## src/rtl/fib_pkg.sv

```systemverilog
// Shared types and seed constants for the Fibonacci/Lucas sequence calculator.
package fib_pkg;

  typedef enum logic [1:0] {
    IDLE = 2'd0,
    CALC = 2'd1,
    DONE = 2'd2
  } state_e;

  typedef enum logic {
    FIB   = 1'b0,
    LUCAS = 1'b1
  } mode_e;

  // Sequence seeds: term 0 and term 1.
  localparam int unsigned FIB_S0 = 0;
  localparam int unsigned FIB_S1 = 1;
  localparam int unsigned LUC_S0 = 2;
  localparam int unsigned LUC_S1 = 1;

endpackage

```

## src/rtl/fib_sat_adder.sv

```systemverilog
// Combinational W-bit saturating adder: clamps to all-ones and flags carry on overflow.
module fib_sat_adder #(
  parameter int unsigned W = 16
) (
  input  logic [W-1:0] a,
  input  logic [W-1:0] b,
  output logic [W-1:0] sum,
  output logic         carry
);

  logic [W:0] full;

  // Widen by one bit so the carry out is visible, then saturate on it.
  always_comb begin
    full  = {1'b0, a} + {1'b0, b};
    carry = full[W];
    sum   = full[W] ? {W{1'b1}} : full[W-1:0];
  end

endmodule

```

## src/rtl/fib_seq_calculator.sv

```systemverilog
// Iterative Fibonacci/Lucas term calculator with saturation and a sticky overflow flag.
// Latency is n+1 cycles from the accepting edge regardless of data.
module fib_seq_calculator
  import fib_pkg::*;
#(
  parameter int unsigned W   = 16,
  parameter int unsigned N_W = 5
) (
  input  logic           clk,
  input  logic           reset,
  input  logic [N_W-1:0] input_s,
  input  logic           begin_fibo,
  input  logic           mode,
  output logic           done,
  output logic           busy,
  output logic [W-1:0]   fibo_out,
  output logic           overflow
);

  state_e         state_q, state_d;
  logic [N_W-1:0] n_q, n_d;
  logic [W-1:0]   a_q, a_d;
  logic [W-1:0]   b_q, b_d;
  logic           ovf_a_q, ovf_a_d;
  logic           ovf_b_q, ovf_b_d;
  logic [W-1:0]   fibo_q, fibo_d;
  logic           ovf_out_q, ovf_out_d;
  logic           done_q, done_d;
  logic           busy_q, busy_d;

  logic [W-1:0]   sum;
  logic           carry;

  fib_sat_adder #(
    .W (W)
  ) u_add (
    .a     (a_q),
    .b     (b_q),
    .sum   (sum),
    .carry (carry)
  );

  // Next-state logic: accept starts in IDLE/DONE, step a/b in CALC, publish result at n=0.
  always_comb begin
    state_d   = state_q;
    n_d       = n_q;
    a_d       = a_q;
    b_d       = b_q;
    ovf_a_d   = ovf_a_q;
    ovf_b_d   = ovf_b_q;
    fibo_d    = fibo_q;
    ovf_out_d = ovf_out_q;
    done_d    = done_q;
    busy_d    = busy_q;

    unique case (state_q)
      IDLE, DONE: begin
        if (begin_fibo) begin
          n_d     = input_s;
          a_d     = (mode == LUCAS) ? W'(LUC_S0) : W'(FIB_S0);
          b_d     = (mode == LUCAS) ? W'(LUC_S1) : W'(FIB_S1);
          ovf_a_d = 1'b0;
          ovf_b_d = 1'b0;
          done_d  = 1'b0;
          busy_d  = 1'b1;
          state_d = CALC;
        end
      end
      CALC: begin
        if (n_q != '0) begin
          // b runs one term ahead; its overflow only reaches the result once shifted into a.
          a_d     = b_q;
          ovf_a_d = ovf_b_q;
          b_d     = sum;
          ovf_b_d = ovf_a_q | ovf_b_q | carry;
          n_d     = n_q - N_W'(1);
        end else begin
          fibo_d    = a_q;
          ovf_out_d = ovf_a_q;
          done_d    = 1'b1;
          busy_d    = 1'b0;
          state_d   = DONE;
        end
      end
      default: state_d = IDLE;
    endcase
  end

  // State register with synchronous active-high reset.
  always_ff @(posedge clk) begin
    if (reset) begin
      state_q   <= IDLE;
      n_q       <= '0;
      a_q       <= '0;
      b_q       <= '0;
      ovf_a_q   <= 1'b0;
      ovf_b_q   <= 1'b0;
      fibo_q    <= '0;
      ovf_out_q <= 1'b0;
      done_q    <= 1'b0;
      busy_q    <= 1'b0;
    end else begin
      state_q   <= state_d;
      n_q       <= n_d;
      a_q       <= a_d;
      b_q       <= b_d;
      ovf_a_q   <= ovf_a_d;
      ovf_b_q   <= ovf_b_d;
      fibo_q    <= fibo_d;
      ovf_out_q <= ovf_out_d;
      done_q    <= done_d;
      busy_q    <= busy_d;
    end
  end

  assign done     = done_q;
  assign busy     = busy_q;
  assign fibo_out = fibo_q;
  assign overflow = ovf_out_q;

endmodule
```

## config.mk

```make
export PLATFORM = sky130hd
export DESIGN_NAME = fib_seq_calculator
export DESIGN_NICKNAME = d
export VERILOG_FILES = /design/src/rtl/fib_pkg.sv /design/src/rtl/fib_sat_adder.sv /design/src/rtl/fib_seq_calculator.sv
export SDC_FILE = /design/constraint.sdc
export NUM_CORES = 1
export LEC_CHECK = 0
export CORE_MARGIN = 4
export CORE_UTILIZATION = 38
export DETAILED_ROUTE_END_ITERATION = 6
export PLACE_DENSITY = 0.6
export RECOVER_POWER = 50
export SYNTH_ARGS = -nofsm -noshare
export SYNTH_HDL_FRONTEND = slang
export SYNTH_HIERARCHICAL = 1
export SYNTH_SLANG_ARGS = --single-unit
export TNS_END_PERCENT = 50
```

## constraint.sdc

```tcl
create_clock -name clk -period 3.1 [get_ports clk]
set_clock_uncertainty 0.15 [all_clocks]
set_input_delay 0.31 -clock clk [delete_from_list [all_inputs] [get_ports clk]]
set_output_delay 0.31 -clock clk [all_outputs]
set_load 0.01 [all_outputs]
```

# Yosys cells after proc, flatten, opt, wreduce, memory -nomap -nowiden

Index checks and enable logic that the tools add are counted.

Bits in registers: 60
Input port bits: 9
Output and inout port bits: 19
Logic and storage cells: 52

Add/sub/neg operators: 2
Equality and inequality tests: 5
Muxes and demuxes: 24
Bitwise operators: 3
Reduce and logical (&&, ||, !) cells: 8

Operators with widths:

| cell                | number |
|---|---|
| $mux 16             | 5 |
| $pmux 16 s2         | 2 |
| $add 16x16->17      | 1 |
| $mux 5              | 2 |
| $pmux 5 s2          | 1 |
| $pmux 1 s2          | 4 |
| $mux 1              | 6 |
| $mux 2              | 3 |
| $ne 2x2->1 const B  | 3 |
| $reduce_and 3->1    | 2 |
| $reduce_bool 5->1   | 1 |
| $sub 5x1->5 const B | 1 |
| $pmux 2 s2          | 1 |
| $reduce_and 2->1    | 2 |
| $eq 2x1->1 const B  | 1 |
| $eq 2x2->1 const B  | 1 |
| $logic_not 2->1     | 1 |
| $or 1x1->1          | 2 |
| $reduce_bool 2->1   | 1 |
| $reduce_or 2->1     | 1 |
| $not 1->1           | 1 |

# Depth between registers and ports, before layout

Gate-level depths: netlist of the first run.

Depth after elaboration: 4
Mapped depth: 11

# Hierarchy

The synthesis of the first run kept the hierarchy.

Modules (own cells, without submodules):

| module             | times used | cells an instance | area each (um2) | seq. area each (um2) |
|---|---|---|---|---|
| fib_seq_calculator | 1          | 279               | 2379.8          | 1201.2 |
| fib_sat_adder      | 1          | 116               | 899.6           | 0.0 |

# Worst setup path before layout of the first run

OpenSTA, ideal clock, no wires.

Kind: register -> register
Start point: register a_q[0]
End point: register ovf_b_q
Setup time: 0.135 ns
Data arrival time: 2.570 ns
Data required time: 2.815 ns
Path slack: 0.245 ns
Cell stages (with the launch flop): 12
Path buffers: 1
Clock period less this slack: 2.855 ns
Cell sequence: dfxtp_1 ha_1 fa_1 a211oi_1 o21bai_1 a2111o_1 nand4_4 buf_6 nand2_1 or2_2 a21oi_1 nor3_1

Word-level cells in the longest chain between the ends: 4

Ends and longest elaborated chain:

| element                | RTL line                  | RTL |
|---|---|---|
| from (decl)            | fib_seq_calculator.sv:22  | `logic [W-1:0] a_q, a_d;` |
| from (signal assigned) | fib_seq_calculator.sv:94  | `a_q <= '0;` |
| from (signal assigned) | fib_seq_calculator.sv:105 | `a_q <= a_d;` |
| $add 16x16->17         | fib_sat_adder.sv:15       | `full = {1'b0, a} + {1'b0, b};` |
| via carry              | fib_seq_calculator.sv:32  | `logic carry;` |
| $or 1x1->1             | fib_seq_calculator.sv:75  | `ovf_b_d = ovf_a_q \| ovf_b_q \| carry;` |
| $mux 1                 | fib_seq_calculator.sv:70  | `if (n_q != '0) begin` |
| $pmux 1 s2             | fib_seq_calculator.sv:56  | `unique case (state_q)` |
| to (signal assigned)   | fib_seq_calculator.sv:108 | `ovf_b_q <= ovf_b_d;` |
| to (decl)              | fib_seq_calculator.sv:25  | `logic ovf_b_q, ovf_b_d;` |

The timed path passes the listed nets, and every way through them passes these cells. The select of a mux whose other input is x is not followed.
A chain may end at the register's enable or synchronous reset.

# Final worst setup path of the first run

Same ends and word-level chain as after synthesis.

==> results.toml, run 1 <==
[status]
status = "complete, but fails checks"
failed_checks = "capacitance limit"

[cells_and_area]
fin_area_um2 = 3730
drive_gt1_frac = 0.127
fill_cells = 831
num_antenna_cells = 0
fin_util = 0.450
area_growth_pct = 13.9
layout.nets = 441

[timing]
finalCriticalPeriod_ps = 2950
post-route-period-util = 0.953
worstMarginPinSlew_ps = 1490
fmax_mhz = 338
finalSetupViolations = 0
slew_headroom = 0.00753
slew_violations = 0
hold_viol = 0

[floorplan]
die_x_um = 101
start_util = 0.395
core_um2 = 8300
io_pins = 28
die_h_um = 101
dieArea_um2 = 10200
rows = 33

[synth]
ys_ff_latch = 60
synthTopCellsByArea = "dfxtp_1 (37%), a21oi_1 (8.2%), nand2_1 (7.4%)"
synth_area_um2 = 3280
ys_async_sr_fraction = 0
synth_top_family_by_area = "compound AO/OA/AOI/OAI gates"
synth_nets = 422
synth_mux_area_frac = 0.00305
ys_dominant_reg_cell = "dfxtp_1"
yosysWarnings = 6
ys_seq_area_frac = 0.366
yosysTopAreaCell = "dfxtp_1"
synth.avg_cell_area_um2 = 8.30
synth_xor_area_frac = 0.0187
post-synth-top-count-cell = "nand2_1"
yosys.area_share.adder = 0.0710
synth_top_area_share = 0.366
synth_cell_type_count = 62
synth_simple_gate_area_frac = 0.242
synthCells = 395
synth_edf_count = 0
synth-compound-area-share = 0.243
synth_top_cells_by_count = "nand2_1 (65), dfxtp_1 (60), a21oi_1 (54)"

[drt]
totalWireLength_um = 7800
vias = 2863
ant_nets = 0
drt_iter0_drc = 163
wl_per_cell_um = 14.9
drc = 0
firstDrtPassIters = 4
viasPerCell = 5.47

[worst_setup_path]
required_ps = 3170
critical_path_class = "reg2reg"
worstPathMaxFanout = 7
start_kind = "register"
crit_arrival_ps = 3020
endpoint_kind = "register"

[run]
maxCapViolations = 1

[grt]
grt_pass1_wl_um = 13500
grt_start_max_net_pins = 36
grt_pass1_vias = 2806
track_usage = 0.164
grt.overflow.total = 0
antenna_found_initial = 0

[cts]
cts_root_buf = "clkbuf_8"
clk_latency_ps = 350
clk_path_buf_depth = 2
cts.sink_count = 60
cts-hold-fix-buffers = 0
cts.clk_slew.worst_paths_ps = 70
ctsResizeCount = 0
cts_tree = "yes"
post_cts_buffers = 0
h-tree-depth = 3
cts_buffers = 9

[placement]
port_buffers = 27
gp_congestion = 0.856
hpwl_um = 5180
place_area_um2 = 3570

[power_and_ir_drop]
vdd_drop_max_v = 0.000362
p_leak_uw = 0.00150
power_density_nw_per_um2 = 441

[hold_path]
hold_class = "reg2reg"
worst max-delay path, stage by stage (launching register included):
cell	delay [ps]
dfxtp_1	330
ha_1	240
fa_1	430
a211oi_1	320
o21bai_2	160
a2111o_1	500
nand4_4	160
nand2_1	60
or2_2	270
a21oi_1	150
nor3_1	60
state kept, by name (all words and copies together) (netlist names):
| signal | cells |
|---|---|
| state_q | 2 |
| a_q | 16 |
| done | 1 |
| busy | 1 |
| fibo_out | 16 |
| ovf_b_q | 1 |
| b_q | 16 |
| overflow | 1 |
| n_q | 5 |
| ovf_a_q | 1 |
cells in the final DEF, fill, tap and decap left out, types with 3 or more instances in the layout:
cell type / count
nor2_1: 11
inv_1: 6
xor2_1: 5
clkbuf_8: 11
a21oi_1: 54
o211ai_1: 4
dlygate4sd3_1: 19
nand2_2: 9
nor3_1: 6
a21oi_2: 9
buf_4: 4
a211oi_1: 6
clkdlybuf4s50_1: 7
a21o_1: 10
and4_1: 3
o21ai_0: 9
ha_1: 17
dfxtp_1: 60
nand3_1: 42
nand2_1: 65
power by group:
part	switching (µW)	internal (µW)	leakage (µW)
Combinational	148	57.8	0.000932
Sequential	13.7	789	0.000485
Clock	314	326	0.0000872
Total	476	1170	0.00150
cells by family after synthesis:
group | Yosys count
AND/OR/NAND/NOR | 160
AO/OA/AOI/OAI | 117
flip-flops | 60
buffers and inverters | 32
adder cells (fa/ha/maj) | 18
XOR/XNOR | 7
multiplexers | 1
worst paths after layout:
path	end	slack [ps]	depth (start not counted)	start
hold reg to reg	fibo_out[8]$_SDFFE_PP0P_	310	2	fibo_out[8]$_SDFFE_PP0P_
setup / recovery	ovf_b_q$_SDFFE_PP0P_	150	10	a_q[0]$_SDFFE_PP0P_
hold / removal	fibo_out[8]$_SDFFE_PP0P_	310	2	fibo_out[8]$_SDFFE_PP0P_
setup reg to reg	ovf_b_q$_SDFFE_PP0P_	150	10	a_q[0]$_SDFFE_PP0P_
per-stage QoR:
step / TNS (ps) / total power, µW / instances / hold WS, ps / setup slack, ps
final: 0 / 1650 / 523 / 308 / 146
after global routing: -6.61 / 1730 / 523 / 335 / -6.61
after CTS: 0 / 1670 / 523 / 313 / 157
after detailed placement: 0 / 1030 / 508 / 301 / 187
after global placement: 0 / 1040 / 508 / 296 / 248
after floorplan: 0 / 999 / 395 / 290 / 245
cell type report:
type                       count  area, µm²  area share
tap                          105        131      0.0352
multi-input combinational    303       1890       0.507
timing repair buffer          34        309      0.0827
sequential                    60       1200       0.322
clock buffer                  11        151      0.0405
inverter                       6       22.5     0.00603
clock inverter                 4       25.0     0.00670
layer usage:
metal,share of wire,track usage,routed length (µm),vias up
li1,-,-,-,1456
met1,0.50,0.227,3930,1360
met2,0.45,0.245,3530,39
met3,0.035,0.0457,271,8
met4,0.0092,0.0521,72,0
met5,0,0,0,-
(Power assumes the default switching activity.)
==> run 2: changes to the inputs <==
--- a/config.mk
+++ b/config.mk
@@ -5,10 +5,14 @@
 export SDC_FILE = /design/constraint.sdc
 export NUM_CORES = 1
 export LEC_CHECK = 0
+export ABC_CLOCK_PERIOD_IN_PS = 3100
+export CELL_PAD_IN_SITES_DETAIL_PLACEMENT = 0
+export CELL_PAD_IN_SITES_GLOBAL_PLACEMENT = 1
 export CORE_MARGIN = 4
 export CORE_UTILIZATION = 38
+export CTS_CLUSTER_SIZE = 8
 export DETAILED_ROUTE_END_ITERATION = 6
-export PLACE_DENSITY = 0.6
+export PLACE_DENSITY = 0.75
 export RECOVER_POWER = 50
 export SYNTH_ARGS = -nofsm -noshare
 export SYNTH_HDL_FRONTEND = slang
==> run 2 against run 1 <==
Compared with the run above: the run now ends clean; register-to-register slack better by 40 ps; critical path depth is the same; non-clock buffer count increased by 1; die area unchanged; combinational power increased by 2%; via count increased by 0.31%.
==> results.toml, run 2 (synthesized netlist as in run 1, its figures left out) <==
[cts]
cts-hold-fix-buffers = 0
clk_path_buf_depth = 2
post_cts_buffers = 0
cts.sink_count = 60
cts_tree = "yes"
cts_buffers = 9
ctsResizeCount = 0
clk_latency_ps = 340
cts.clk_slew.worst_paths_ps = 60
cts_root_buf = "clkbuf_8"
h-tree-depth = 3

[drt]
vias = 2872
drt_iter0_drc = 96
wl_per_cell_um = 15.2
drc = 0
totalWireLength_um = 7930
viasPerCell = 5.49
ant_nets = 0
firstDrtPassIters = 5

[grt]
grt_start_max_net_pins = 36
antenna_found_initial = 0
track_usage = 0.168
grt.overflow.total = 0
grt_pass1_wl_um = 13800
grt_pass1_vias = 2834

[cells_and_area]
layout_common_cells = "nand2_1 (65), dfxtp_1 (60), a21oi_1 (54), nand3_1 (42), dlygate4sd3_1 (19)"
layout.nets = 442
num_antenna_cells = 0
final_common_cell = "nand2_1"
fin_area_um2 = 3780
area_growth_pct = 15.3
fin_util = 0.456
fill_cells = 820
drive_gt1_frac = 0.132

[placement]
place_area_um2 = 3590
gp_congestion = 0.834
port_buffers = 27
hpwl_um = 5330

[worst_setup_path]
required_ps = 3160
r2r_start = "a_q[0]$_SDFFE_PP0P_"
critical_path_class = "reg2reg"
crit_arrival_ps = 2970
start_kind = "register"
crit_start = "a_q[0]$_SDFFE_PP0P_"
worstPathMaxFanout = 8
endpoint_kind = "register"

[power_and_ir_drop]
power_density_nw_per_um2 = 465
p_leak_uw = 0.00153
vdd_drop_max_v = 0.000310
power_uw = 1760

[status]
status = "completed"

[timing]
rsz0062_at_grt = "false"
hold_viol = 0
slew_violations = 0
finalSetupViolations = 0
fmax_mhz = 344
finalCriticalPeriod_ps = 2910
tns_ps = 0
worstMarginPinSlew_ps = 922
slew_headroom = 0.385
post-route-period-util = 0.939

[hold_path]
min_from = "reset"
hold_class = "in2reg"

[floorplan]
io_pins = 28
start_util = 0.395
dieArea_um2 = 10200
rows = 33
die_x_um = 101
die_h_um = 101
core_um2 = 8300

[run]
maxCapViolations = 0
-- run 2: changes by cell type in the layout (fill, tap and decap cells not counted), sizes merged --
cell      delta
buf          +1
bufinv       +1
clkbuf       +2
clkinv       -2
clkinvlp     -2
-- run 2: final timing paths --
kind	endpoint	slack [ps]	depth (start not counted)
max	ovf_b_q$_SDFFE_PP0P_	190	10
min	busy$_SDFFE_PP0P_	130	4
max reg2reg	ovf_b_q$_SDFFE_PP0P_	190	10
min reg2reg	fibo_out[15]$_SDFFE_PP0P_	310	2
-- run 2: area by class of cell --
type	instances	area, µm²	area share
Sequential cell	60	1200	0.318
Clock buffer	13	179	0.0473
Timing Repair Buffer	35	317	0.0837
Clock inverter	1	30.0	0.00794
Inverter	6	22.5	0.00595
Tap cell	105	131	0.0347
Multi-Input combinational cell	303	1900	0.503
-- run 2: through the flow --
step | hold WS [ps] | setup slack [ps] | std cells
5_1_grt | 132 | 36.7 | 523
4_1_cts | 108 | 148 | 523
6_report | 127 | 189 | 523
3_3_place_gp | 295 | 210 | 509
3_5_place_dp | 296 | 169 | 509
2_1_floorplan | 290 | 245 | 395
-- run 2: where the power goes --
part	switching, µW	internal [µW]	leakage, µW
registers	14.8	789	0.000485
logic	151	59.4	0.000939
clock network	295	451	0.000108
total	460	1300	0.00153
-- run 2: critical path, stage by stage (launching register included) --
cell,delay [ps]
dfxtp_1,330
ha_1,240
fa_1,440
a211oi_2,280
o21bai_2,140
a2111o_1,490
nand4_4,170
nand2_1,70
or2_2,270
a21oi_1,140
nor3_1,50
-- run 2: per-layer routing --
layer,part of all wire,GRT usage,vias to the layer above
met3,0.031,0.0457,10
met1,0.49,0.226,1367
met2,0.47,0.265,41
met4,0.011,0.0419,0
met5,0,0,-
li1,-,-,1454
